===== config.mk =====
export PLATFORM = sky130hd
export DESIGN_NAME = id_ex_stage
export DESIGN_NICKNAME = d
export VERILOG_FILES = /design/src/rtl/id_ex_stage.sv
export SDC_FILE = /design/constraint.sdc
export NUM_CORES = 1
export LEC_CHECK = 0
export CORE_MARGIN = 5
export CORE_UTILIZATION = 37
export DETAILED_ROUTE_END_ITERATION = 16
export GPL_TIMING_DRIVEN = 0
export HOLD_SLACK_MARGIN = 0.03
export PLACE_DENSITY = 0.78
export SYNTH_ARGS = -nofsm -noshare
export SYNTH_HDL_FRONTEND = slang
export SYNTH_SLANG_ARGS = --single-unit

===== constraint.sdc =====
create_clock -name clk -period 2 [get_ports clk]
set_input_delay 0.4 -clock clk [delete_from_list [all_inputs] [get_ports clk]]
set_output_delay 0.4 -clock clk [all_outputs]
set_load 0.01 [all_outputs]

===== src/rtl/id_ex_stage.sv =====
// id_ex_stage: ID/EX pipeline register with load-use stall, flush/hold control and bubble counter
module id_ex_stage #(
  parameter int DW    = 32,
  parameter int CNT_W = 16
) (
  input  logic             clk,
  input  logic             rst_n,
  input  logic             id_valid,
  input  logic [1:0]       id_ALUSrc,
  input  logic [1:0]       id_MemtoReg,
  input  logic [1:0]       id_NPCOp,
  input  logic [1:0]       id_RegDst,
  input  logic             id_RegWrite,
  input  logic             id_MemRead,
  input  logic             id_MemWrite,
  input  logic [4:0]       id_ALUOp,
  input  logic [DW-1:0]    id_pc4,
  input  logic [DW-1:0]    id_rd1,
  input  logic [DW-1:0]    id_rd2,
  input  logic [DW-1:0]    id_imm,
  input  logic [4:0]       id_rs,
  input  logic [4:0]       id_rt,
  input  logic [4:0]       id_rd,
  input  logic [4:0]       id_shamt,
  input  logic             flush_i,
  input  logic             hold_i,
  output logic             ex_valid,
  output logic [1:0]       ex_ALUSrc,
  output logic [1:0]       ex_MemtoReg,
  output logic [1:0]       ex_NPCOp,
  output logic [1:0]       ex_RegDst,
  output logic             ex_RegWrite,
  output logic             ex_MemRead,
  output logic             ex_MemWrite,
  output logic [4:0]       ex_ALUOp,
  output logic [DW-1:0]    ex_pc4,
  output logic [DW-1:0]    ex_rd1,
  output logic [DW-1:0]    ex_rd2,
  output logic [DW-1:0]    ex_imm,
  output logic [4:0]       ex_rs,
  output logic [4:0]       ex_rt,
  output logic [4:0]       ex_rd,
  output logic [4:0]       ex_shamt,
  output logic             stall_o,
  output logic [CNT_W-1:0] bubble_cnt
);
  typedef struct packed {
    logic          valid;
    logic [1:0]    alusrc;
    logic [1:0]    memtoreg;
    logic [1:0]    npcop;
    logic [1:0]    regdst;
    logic          regwrite;
    logic          memread;
    logic          memwrite;
    logic [4:0]    aluop;
    logic [DW-1:0] pc4;
    logic [DW-1:0] rd1;
    logic [DW-1:0] rd2;
    logic [DW-1:0] imm;
    logic [4:0]    rs;
    logic [4:0]    rt;
    logic [4:0]    rd;
    logic [4:0]    shamt;
  } ex_t;
  ex_t              r_ex;
  ex_t              w_id;
  logic [CNT_W-1:0] r_cnt;
  logic             w_load_use;
  logic             w_bubble;
  // Gather ID fields; don't-care decoder controls have unknown bits forced to 0
  always_comb begin
    w_id = {id_valid, id_ALUSrc, id_MemtoReg, id_NPCOp, id_RegDst, id_RegWrite, id_MemRead,
            id_MemWrite, id_ALUOp, id_pc4, id_rd1, id_rd2, id_imm, id_rs, id_rt, id_rd, id_shamt};
    for (int i = 0; i < 2; i++) begin
      w_id.alusrc[i]   = (id_ALUSrc[i] === 1'b1);
      w_id.memtoreg[i] = (id_MemtoReg[i] === 1'b1);
      w_id.regdst[i]   = (id_RegDst[i] === 1'b1);
    end
    for (int i = 0; i < 5; i++) w_id.aluop[i] = (id_ALUOp[i] === 1'b1);
  end
  assign w_load_use = r_ex.valid & r_ex.memread & (r_ex.rt != 5'd0) & id_valid &
                      ((r_ex.rt == id_rs) | (r_ex.rt == id_rt));
  assign stall_o    = w_load_use | hold_i;
  assign w_bubble   = flush_i | (~hold_i & w_load_use);
  // Pipeline register: flush > hold > load-use bubble > load (invalid ID loads a bubble)
  always_ff @(posedge clk or negedge rst_n) begin
    if (!rst_n) r_ex <= '0;
    else if (w_bubble || (!hold_i && !id_valid)) r_ex <= '0;
    else if (!hold_i) r_ex <= w_id;
  end
  // Saturating count of inserted bubbles (flush or load-use)
  always_ff @(posedge clk or negedge rst_n) begin
    if (!rst_n) r_cnt <= '0;
    else if (w_bubble && r_cnt != '1) r_cnt <= r_cnt + 1'b1;
  end
  assign ex_valid    = r_ex.valid;
  assign ex_ALUSrc   = r_ex.alusrc;
  assign ex_MemtoReg = r_ex.memtoreg;
  assign ex_NPCOp    = r_ex.npcop;
  assign ex_RegDst   = r_ex.regdst;
  assign ex_RegWrite = r_ex.regwrite;
  assign ex_MemRead  = r_ex.memread;
  assign ex_MemWrite = r_ex.memwrite;
  assign ex_ALUOp    = r_ex.aluop;
  assign ex_pc4      = r_ex.pc4;
  assign ex_rd1      = r_ex.rd1;
  assign ex_rd2      = r_ex.rd2;
  assign ex_imm      = r_ex.imm;
  assign ex_rs       = r_ex.rs;
  assign ex_rt       = r_ex.rt;
  assign ex_rd       = r_ex.rd;
  assign ex_shamt    = r_ex.shamt;
  assign bubble_cnt  = r_cnt;
endmodule


# Word level (Yosys, flattened, before mapping)
# Index checks and enable logic that the tools add are counted.
[word_totals]
output_inout_bits = 182
reg_bits = 181
word_cells = 51
inputBits = 169
[classes]
add_sub_neg = 1
n_eq_ne = 15
n_reduce_logical = 6
n_mux = 2
bitwise = 9
[op_table]
columns = ["op", "n"]
rows = [
  ["$mux 165", 2],
  ["$add 16x1->16 const B", 1],
  ["$ne 16x16->1 const B", 1],
  ["$eqx 1x1->1 const B", 11],
  ["$eq 5x5->1", 2],
  ["$and 1x1->1", 5],
  ["$reduce_bool 5->1", 1],
  ["$or 1x1->1", 3],
  ["$logic_and 1x1->1", 2],
  ["$logic_not 1->1", 2],
  ["$ne 2x1->1 const B", 1],
  ["$logic_or 1x1->1", 1],
  ["$not 1->1", 1],
]

# Depth between registers and ports, before layout
# Gate-level depths: netlist (run 1).
[logic_depth]
ltp_word = 8
depth_mapped = 7
depth_no_buf = 6

# Worst setup path after synthesis (run 1)
# No wires, ideal clock.
[synth_path]
path_type = "reg2reg"
from = "reg r_ex (netlist bit ex_rt[2])"
to = "reg r_cnt[14] (netlist: bubble_cnt[14])"
path_buffers = 0
arrival_ns = 1.939
required_time_ns = 1.875
setup_slack_ns = -0.064
synth_period_minus_slack_ns = 2.064
stages_incl_launch_ff = 7
setup_ns = 0.125
path_cell_list = "dfrtp_1 > xor2_1 > nor3_2 > a22oi_1 > o31a_4 > nor4b_1 > mux2_2"
[synth_via]
elab_chain_cells = 7
elab_cells_between_ends = 10
cone_classes = "eq/ne: 2; bitwise: 6; reduce/logical: 2"
[synth_lines]
columns = ["item", "line", "rtl"]
rows = [
  ["start: declaration", "66", "ex_t r_ex;"],
  ["start signal: assignment", "90", "else if (!hold_i) r_ex <= w_id;"],
  ["$reduce_bool 5->1", "82", "assign w_load_use = r_ex.valid & r_ex.memread & (r_ex.rt != 5'd0) & id_valid &"],
  ["$and 1x1->1 (2 in a row)", "82", ""],
  ["$and 1x1->1 (*)", "82", ""],
  ["$and 1x1->1 (*)", "85", "assign w_bubble = flush_i | (~hold_i & w_load_use);"],
  ["$or 1x1->1 (*)", "85", ""],
  ["$logic_and 1x1->1 (*)", "95", "else if (w_bubble && r_cnt != '1) r_cnt <= r_cnt + 1'b1;"],
  ["end signal: assignment", "95", ""],
  ["end: declaration", "68", "logic [CNT_W-1:0] r_cnt;"],
]
# Every way passes the cells marked *; elsewhere a longest branch is shown, timed or not.
# A chain may end at the register's enable or synchronous reset.

# Worst setup path after layout (run 1)
[layout_path]
from = "reg r_ex (netlist bit ex_rt[1])"
to = "out stall_o"
[layout_via]
elab_chain_cells = 5
elab_cells_between_ends = 8
cone_classes = "eq/ne: 2; bitwise: 5; reduce/logical: 1"
[layout_lines]
columns = ["item", "line", "rtl"]
rows = [
  ["$reduce_bool 5->1", "82", ""],
  ["$and 1x1->1 (2 in a row)", "82", ""],
  ["$and 1x1->1 (*)", "82", ""],
  ["$or 1x1->1 (*)", "84", "assign stall_o = w_load_use | hold_i;"],
  ["end: declaration", "44", "output logic stall_o,"],
]
# Marked as above.

==> flow_metrics.env, run 1 <==
export IMPL_numCtsBuffers=17
export IMPL_clock_sinks=181
export IMPL_final_common_cell="clkdlybuf4s50_1"
export IMPL_avgSynthCellArea_um2=14.73
export IMPL_max_cap_violations=0
export IMPL_rows=50
export IMPL_worst_pin_slew_ps=724.6
export IMPL_dr_total_vias=6370
export IMPL_ys_top_cells_by_area="dfrtp_1, a32o_1, xor2_1"
export IMPL_crit_type="reg2out"
export IMPL_path_clk_slew_ps=70
export IMPL_drtIter0Drc=285
export IMPL_grt_max_degree=105
export IMPL_grt_setup_unrepaired="yes"
export IMPL_start_util_pct=37.76
export IMPL_final_antenna_net_count=0
export IMPL_wirelength_um=26720
export IMPL_numPortBuffers=350
export IMPL_holdPathStages=2
export IMPL_synth_nets=651
export IMPL_design_core_area_um2=18770
export IMPL_power_density_nw_per_um2=734.4
export IMPL_cts_max_path_buffers=2
export IMPL_overflow=0
export IMPL_slew_viol_final=0
export IMPL_pin_count=351
export IMPL_finalHoldViolations=0
export IMPL_layout_setup_ws_ps=-233.3
export IMPL_vdd_ir_drop_max_mv=0.5582
export IMPL_grt_pass1_vias=6941
export IMPL_stdcell_count=1150
export IMPL_finalCritPeriodShare_pct=111.7
export IMPL_cp_endpoint="stall_o"
export IMPL_dpl_cell_count=1066
export IMPL_die_height_um=148.4
export IMPL_min_path_type="in2reg"
export IMPL_yosys_warnings=0
export IMPL_synth_seq_cells=181
export IMPL_clkLatencyLatePin_ps=420
export IMPL_drt_pass1_iter_count=4
export IMPL_setup_viol=181
export IMPL_root_buffer="clkbuf_16"
export IMPL_layout_nets=1073
export IMPL_crit_required_ps=1600
export IMPL_startpoint="ex_rt[1]"
export IMPL_final_util_pct=67.70
export IMPL_dieWidth_um=148.4
export IMPL_crit_arrival_ps=1830
export IMPL_synth_top_area_share_pct=63.91
export IMPL_violations="setup timing"
export IMPL_r2r_slack_ps=-230
export IMPL_grt_pass1_wl_um=40090
export IMPL_place_area_um2=10930
export IMPL_min_period_ps=2233
export IMPL_stdcell_area_um2=12710
export IMPL_die_area_um2=22020
export IMPL_synth_largest_area_cell="dfrtp_1"
export IMPL_yosysSeqAreaShare_pct=63.91
export IMPL_fmaxAchievable_mhz=447.8
export IMPL_synth_edf_count=0
export IMPL_leakage_nw=5.346
export IMPL_synth_top_flop_cell="dfrtp_1"
export IMPL_path_max_fanout=3
export IMPL_startpoint_type="register"
export IMPL_drive_gt1_share_pct=17.69
export IMPL_status="finished with violations"
export IMPL_layout_common_cells="clkdlybuf4s50_1, dfrtp_1, a32o_1"
export IMPL_syn_area_um2=7087
export IMPL_relSlewSlack_pct=51.69
export IMPL_wire_per_inst_um=23.23
export IMPL_r2r_end="ex_imm[23]"
export IMPL_syn_to_final_growth_pct=79.29
export IMPL_async_reset_ff_share_pct=100.0
export IMPL_avgViaCountPerCell=5.539
export IMPL_reg2reg_depth=9
export IMPL_tritoncts="built"
export IMPL_antenna_found_initial=0
export IMPL_drc=0
export IMPL_grt_total_usage_pct=23.29
export IMPL_clock_skew_ps=10.15
export IMPL_r2r_start="ex_rt[1]"
export IMPL_synth_distinct_cells=33
export IMPL_crit_path_end_kind="output pin"
export IMPL_whs_ps=474.9
export IMPL_syn_inst=481
export IMPL_antennaDiodeCount=0
export IMPL_dp_hpwl_um=18060
export IMPL_place_congestion=0.8029
export IMPL_htreeDepth=4
## layout make-up
cell class / instances / area [um2]
buffer: 54 / 455.4
multi-input combinational: 241 / 2474
fill: 1368 / 6062
tap: 234 / 292.8
sequential: 181 / 4533
clock buffer: 20 / 466.7
inverter: 4 / 15.01
timing repair buffer: 404 / 4359
clock inverter: 12 / 110.1
## flip-flops by register name, indices dropped and copies added, names as in the netlist, 2 cells and up
signal	cells
bubble_cnt	16
ex_ALUOp	5
ex_ALUSrc	2
ex_MemtoReg	2
ex_NPCOp	2
ex_RegDst	2
ex_imm	32
ex_pc4	32
ex_rd	5
ex_rd1	32
ex_rd2	32
ex_rs	5
ex_rt	5
ex_shamt	5
## metrics by stage
step / power, mW / setup TNS (ps) / setup WS (ps)
after CTS: 9.340 / -32150 / -268.6
final: 9.332 / -26250 / -233.3
after floorplan: 4.673 / -18.56 / -18.56
after detailed placement: 5.741 / -128390 / -988.7
after global placement: 5.716 / -1411040 / -7130
after global routing: 9.716 / -34510 / -283.9
## kinds of logic after synthesis
logic type	Yosys count	synth area share, %
XOR/XNOR	23	2.842
adder cells (fa/ha/maj)	1	0.1765
flip-flops	181	63.91
AO/OA/AOI/OAI	170	23.91
multiplexers	3	0.4767
buffers and inverters	59	4.202
AND/OR/NAND/NOR	44	4.485
## Yosys cell counts (all sizes together) (2+ instances only)
master,instances
nor4b,4
nor3,6
clkbuf,35
buf,20
xor2,22
nand3,6
dfrtp,181
mux2,3
nand2,5
nor2,5
and3,6
a31o,6
or3,2
inv,3
nor4,6
a32o,158
## worst min path at each step
stage | startpoint | endpoint | slack (ps)
5_1_grt | id_rs[2] | ex_rs[2] | 470
4_1_cts | id_rs[2] | ex_rs[2] | 480
6_report | id_rs[2] | ex_rs[2] | 470
3_5_place_dp | rst_n | ex_rd1[20] | 410
2_1_floorplan | rst_n | bubble_cnt[0] | 100
3_3_place_gp | ex_rd1[2] | ex_rd1[2] | 470
## power by group
part	total (mW)	internal (mW)	switching [mW]	leakage, nW
combinational	1.94	1.12	0.815	2.62
sequential	4.07	3.88	0.192	2.44
clock	3.32	1.75	1.58	0.280
total	9.33	6.75	2.59	5.35
## critical path, cell delays in order, from the launching register on
cell	delay [ps]
dfrtp_1	410
or4_4	550
o2111ai_2	200
o21ai_1	100
buf_2	160
## what timing repair did
| action | CTS | global route |
|---|---|---|
| gates cloned | 16 | 7 |
| setup endpoints to repair | 169 | 182 |
| hold endpoints to repair | 77 | 0 |
| hold buffers | 1 | 0 |
| pin swaps | 120 | 68 |
| buffers inserted | 32 | 10 |
| gates resized for setup | 95 | 49 |
## routing by layer
layer / part of all wire, % / global-route usage (%) / up-vias
met3: 9.1 / 9.659 / 49
met1: 37 / 25.90 / 3229
met4: 3.4 / 8.268 / 0
met2: 50 / 40.26 / 273
met5: 0 / 0 / -
li1: - / - / 2819
No activity file was read; power rests on OpenSTA's default activity.
==> run 2, diff against run 1 <==
SLEW_MARGIN = 20   (was not set)
==> flow_metrics.env, run 2 (synthesized netlist as in run 1, its figures left out) <==
export IMPL_setup_viol=181
export IMPL_place_congestion=0.8029
export IMPL_slew_viol_final=0
export IMPL_p_int_mw=6.845
export IMPL_fmaxAchievable_mhz=445.2
export IMPL_layout_nets=1074
export IMPL_leakage_nw=5.376
export IMPL_cpPeakStageDelay_ps=540
export IMPL_grt_max_degree=92
export IMPL_stdcell_count=1151
export IMPL_design_core_area_um2=18770
export IMPL_crit_path_end_kind="register"
export IMPL_layout_common_cells="clkdlybuf4s50_1, dfrtp_1, a32o_1"
export IMPL_root_buffer="clkbuf_16"
export IMPL_numCtsBuffers=17
export IMPL_path_max_fanout=5
export IMPL_clkLatencyLatePin_ps=420
export IMPL_syn_to_final_growth_pct=80.26
export IMPL_drtIter0Drc=349
export IMPL_layout_setup_ws_ps=-246.1
export IMPL_dpl_cell_count=1066
export IMPL_stdcell_area_um2=12770
export IMPL_tritoncts="built"
export IMPL_worst_path_most_repeated_cell="buf_6"
export IMPL_path_cells="or4_4, o2111ai_2, buf_4, buf_6, o31a_4, buf_6, nor4b_4, mux2_4"
export IMPL_numPortBuffers=350
export IMPL_max_cap_violations=0
export IMPL_die_area_um2=22020
export IMPL_crit_type="reg2reg"
export IMPL_multi_input_area_um2=2490
export IMPL_final_common_cell="clkdlybuf4s50_1"
export IMPL_crit_required_ps=2310
export IMPL_min_period_ps=2246
export IMPL_finalCritPeriodShare_pct=112.3
export IMPL_crit_family="simple AND/OR/NAND/NOR gates"
export IMPL_p_clk_share_pct=36.1
export IMPL_violations="setup timing"
export IMPL_dp_hpwl_um=18040
export IMPL_min_path_type="in2reg"
export IMPL_overflow=0
export IMPL_clock_skew_ps=10.52
export IMPL_final_util_pct=68.07
export IMPL_relSlewSlack_pct=52.25
export IMPL_startpoint_type="register"
export IMPL_fill_cells=1325
export IMPL_dr_total_vias=6378
export IMPL_rows=50
export IMPL_drc=0
export IMPL_swShare_pct=27.32
export IMPL_finalHoldViolations=0
export IMPL_cp_num_buf_inv=3
export IMPL_critPathSlowestCell="or4_4"
export IMPL_drive_gt1_share_pct=17.56
export IMPL_power_density_nw_per_um2=737.3
export IMPL_p_seq_share_pct=43.2
export IMPL_grt_total_usage_pct=23.11
export IMPL_status="finished with violations"
export IMPL_start_util_pct=37.76
export IMPL_post_place_ws_ps=-1008
export IMPL_drt_pass1_iter_count=5
export IMPL_htreeDepth=4
export IMPL_wire_per_inst_um=23.29
export IMPL_seqCellArea_um2=4533
export IMPL_vdd_ir_drop_max_mv=0.5968
export IMPL_grt_setup_unrepaired="yes"
export IMPL_grt_pass1_vias=6741
export IMPL_worst_pin_slew_ps=716.3
export IMPL_grt_pass1_wl_um=39500
export IMPL_final_antenna_net_count=0
export IMPL_crit_arrival_ps=2550
export IMPL_place_area_um2=10930
export IMPL_cts_max_path_buffers=2
export IMPL_path_clk_slew_ps=70
export IMPL_pin_count=351
export IMPL_die_height_um=148.4
export IMPL_avgViaCountPerCell=5.541
export IMPL_dieWidth_um=148.4
export IMPL_antennaDiodeCount=0
export IMPL_antenna_found_initial=0
export IMPL_power_switching_mw=2.573
export IMPL_p_comb_share_pct=20.7
export IMPL_wirelength_um=26810
export IMPL_clock_sinks=181
==> run 2: worst paths after layout <==
| path | from | endpoint | slack (ps) | cells after the start |
|---|---|---|---|---|
| min in group asynchronous | rst_n | bubble_cnt[7] | 570 | 2 |
| hold reg to reg | bubble_cnt[10] | bubble_cnt[10] | 480 | 1 |
| setup reg to reg | ex_rt[1] | bubble_cnt[14] | -250 | 8 |
| setup / recovery | ex_rt[1] | bubble_cnt[14] | -250 | 8 |
| hold / removal | id_rs[2] | ex_rs[2] | 480 | 2 |
| max in group asynchronous | rst_n | ex_imm[1] | 520 | 3 |
==> run 2: area by class of cell <==
| cell class | count | share of cell area (%) |
|---|---|---|
| sequential | 181 | 35.48 |
| timing repair buffer | 407 | 34.62 |
| multi-input combinational | 241 | 19.49 |
| clock buffer | 19 | 3.546 |
| buffer | 52 | 3.369 |
| tap | 234 | 2.292 |
| clock inverter | 13 | 1.077 |
| inverter | 4 | 0.1175 |
==> run 2: timing repair <==
action / in CTS / in global routing
gates cloned: 14 / 7
endpoints found under the hold margin: 46 / 0
setup endpoints to repair: 169 / 182
gates resized for setup: 86 / 52
hold buffers: 1 / 0
setup buffers: 27 / 19
pin swaps: 67 / 88
==> run 2: power groups by stage <==
| stage | clock, mW | combinational, mW | sequential, mW |
|---|---|---|---|
| 2_1_floorplan | 0 | 0.453 | 4.22 |
| 3_3_place_gp | 0 | 1.58 | 4.14 |
| 3_5_place_dp | 0 | 1.61 | 4.14 |
| 4_1_cts | 3.47 | 1.86 | 4.07 |
| 5_1_grt | 3.64 | 2.08 | 4.10 |
| 6_report | 3.40 | 1.95 | 4.07 |
==> run 2: metal layers <==
metal,wire (um),vias up,GRT usage [%]
li1,-,2837,-
met1,10080,3233,27.14
met2,13780,273,39.28
met3,2285,35,8.592
met4,660,0,7.714
met5,0,-,0
==> run 2: worst reg2reg max path, cell delays in order, from the launching register on <==
cell and delay, ps:
dfrtp_1 410, or4_4 540, o2111ai_2 200, buf_4 170, buf_6 90, o31a_4 220
buf_6 150, nor4b_4 50, mux2_4 320
==> run 2: through the flow <==
| stage | power, mW | TNS [ps] | hold WS, ps |
|---|---|---|---|
| floorplan | 4.673 | -18.56 | 104.4 |
| global placement | 5.716 | -1411040 | 471.8 |
| detailed placement | 5.747 | -129740 | 464.1 |
| CTS | 9.400 | -30730 | 483.4 |
| global route | 9.820 | -35050 | 476.1 |
| finish | 9.419 | -24150 | 480.8 |
==> run 3, diff against run 2 <==
HOLD_SLACK_MARGIN = 0.06   (was 0.03)
REMOVE_ABC_BUFFERS = 1   (was not set)
clock period = 2.04 ns   (was 2 ns; I/O delays follow)
==> flow_metrics.env, run 3 (synthesized netlist as in run 1, its figures left out) <==
export IMPL_status="finished with violations"
export IMPL_violations="setup timing"
export IMPL_layout_nets=1012
export IMPL_path_max_fanout=4
export IMPL_min_path_type="reg2reg"
export IMPL_numCtsBuffers=17
export IMPL_total_power_mw=8.819
export IMPL_overflow=0
export IMPL_fill_cells=1415
export IMPL_crit_path_end_kind="output pin"
export IMPL_place_congestion=0.7928
export IMPL_setup_viol=182
export IMPL_r2r_end="ex_rd1[5]"
export IMPL_final_common_cell="clkdlybuf4s50_1"
export IMPL_avgViaCountPerCell=5.631
export IMPL_drtIter0Drc=279
export IMPL_pin_count=351
export IMPL_p_clk_share_pct=35.2
export IMPL_wire_per_inst_um=22.87
export IMPL_syn_to_final_growth_pct=69.42
export IMPL_grt_total_usage_pct=21.97
export IMPL_power_density_nw_per_um2=734.5
export IMPL_antennaDiodeCount=0
export IMPL_min_period_ps=2300
export IMPL_dieWidth_um=148.4
export IMPL_drt_pass1_iter_count=5
export IMPL_tritoncts="built"
export IMPL_swShare_pct=27.04
export IMPL_cp_endpoint="stall_o"
export IMPL_numPortBuffers=350
export IMPL_stdcell_count=1088
export IMPL_p_seq_share_pct=45.3
export IMPL_critPathSlowestCell="or4_4"
export IMPL_crit_arrival_ps=1890
export IMPL_clkLatencyLatePin_ps=430
export IMPL_path_clk_slew_ps=70
export IMPL_relSlewSlack_pct=65.76
export IMPL_wirelength_um=24880
export IMPL_vdd_ir_drop_max_mv=0.5356
export IMPL_dp_hpwl_um=16100
export IMPL_layout_setup_ws_ps=-259.8
export IMPL_htreeDepth=4
export IMPL_slew_viol_final=0
export IMPL_path_cells="or4_4, o2111ai_4, o21ai_1, buf_2"
export IMPL_cts_max_path_buffers=2
export IMPL_crit_required_ps=1630
export IMPL_post_place_ws_ps=-881.3
export IMPL_die_area_um2=22020
export IMPL_dr_total_vias=6127
export IMPL_die_height_um=148.4
export IMPL_dpl_cell_count=1020
export IMPL_layout_common_cells="clkdlybuf4s50_1, dfrtp_1, a32o_1"
export IMPL_reg2reg_depth=7
export IMPL_clock_sinks=181
export IMPL_crit_type="reg2out"
export IMPL_finalCritPeriodShare_pct=112.7
export IMPL_antenna_found_initial=0
export IMPL_grt_pass1_wl_um=37690
export IMPL_worst_pin_slew_ps=513.6
export IMPL_design_core_area_um2=18770
export IMPL_drc=0
export IMPL_drive_gt1_share_pct=13.70
export IMPL_final_antenna_net_count=0
export IMPL_whs_ps=489.9
export IMPL_max_cap_violations=0
export IMPL_start_util_pct=37.76
export IMPL_r2r_slack_ps=-230
export IMPL_leakage_nw=4.999
export IMPL_finalHoldViolations=0
export IMPL_root_buffer="clkbuf_16"
export IMPL_r2r_start="ex_rt[2]"
export IMPL_startpoint_type="register"
export IMPL_power_switching_mw=2.385
export IMPL_startpoint="ex_rt[2]"
export IMPL_grt_pass1_vias=6517
export IMPL_clock_skew_ps=13.97
export IMPL_grt_max_degree=105
export IMPL_rows=50
export IMPL_p_int_mw=6.434
export IMPL_seqCellArea_um2=4532
export IMPL_fmaxAchievable_mhz=434.8
export IMPL_cpPeakStageDelay_ps=580
export IMPL_p_comb_share_pct=19.5
export IMPL_multi_input_area_um2=2471
export IMPL_grt_setup_unrepaired="yes"
-- run 3: cell count changes in the layout (fill, tap and decap cells not counted), moves of 4 or more --
cell / before / now
a31o_2: 0 / 6
a31o_4: 6 / 0
buf_12: 20 / 8
buf_4: 18 / 22
buf_8: 19 / 2
clkbuf_1: 22 / 0
clkbuf_16: 24 / 17
clkbuf_2: 12 / 0
-- run 3: layout make-up --
cell class | count | share of cell area, %
Sequential cell | 181 | 37.74
Timing Repair Buffer | 395 | 34.43
Multi-Input combinational cell | 243 | 20.58
Clock buffer | 19 | 3.772
Tap cell | 234 | 2.439
Clock inverter | 12 | 0.8024
Inverter | 4 | 0.2293
-- run 3: worst min path at each step --
stage | from | end | slack (ps) | depth (start not counted)
after CTS | bubble_cnt[5] | bubble_cnt[5] | 490 | 1
after detailed placement | rst_n | ex_RegWrite | 390 | 1
after global routing | ex_imm[21] | ex_imm[21] | 500 | 1
after floorplan | rst_n | bubble_cnt[0] | 110 | 0
final | ex_pc4[16] | ex_pc4[16] | 490 | 1
after global placement | ex_rd1[22] | ex_rd1[22] | 470 | 1
-- run 3: through the flow --
step	setup TNS (ps)	util, %	instance area [um2]
detailed placement	-133440	57.88	10860
finish	-30620	63.97	12010
floorplan	-627160	-	6804
CTS	-19880	62.59	11750
global placement	-2644850	56.48	10600
global route	-45020	63.97	12010
-- run 3: routing by layer --
metal	track usage, %	part of all wire (%)
met4	7.575	2.5
met2	37.06	51
met3	7.892	9.4
met5	0	0
met1	26.11	37
-- run 3: what timing repair did --
action | CTS | global route
endpoints found under the setup margin | 182 | 182
endpoints found under the hold margin | 63 | 0
gates resized for setup | 19 | 27
setup buffers | 19 | 12
hold buffers | 1 | 0
pin swaps | 6 | 26
cloned | 5 | 0
-- run 3: critical path: cells and delay by family (launching register included) --
family | cells | cell delay, ps
AO/OA/AOI/OAI | 2 | 300
buffers and inverters | 1 | 160
flip-flops | 1 | 430
AND/OR/NAND/NOR | 1 | 580
-- run 3: power by group through the flow --
stage	Clock [mW]	Combinational, mW	Sequential (mW)
2_1_floorplan	0	0.411	4.14
3_3_place_gp	0	1.50	4.05
3_5_place_dp	0	1.56	4.06
4_1_cts	3.18	1.64	3.99
5_1_grt	3.35	1.83	4.02
6_report	3.10	1.72	3.99
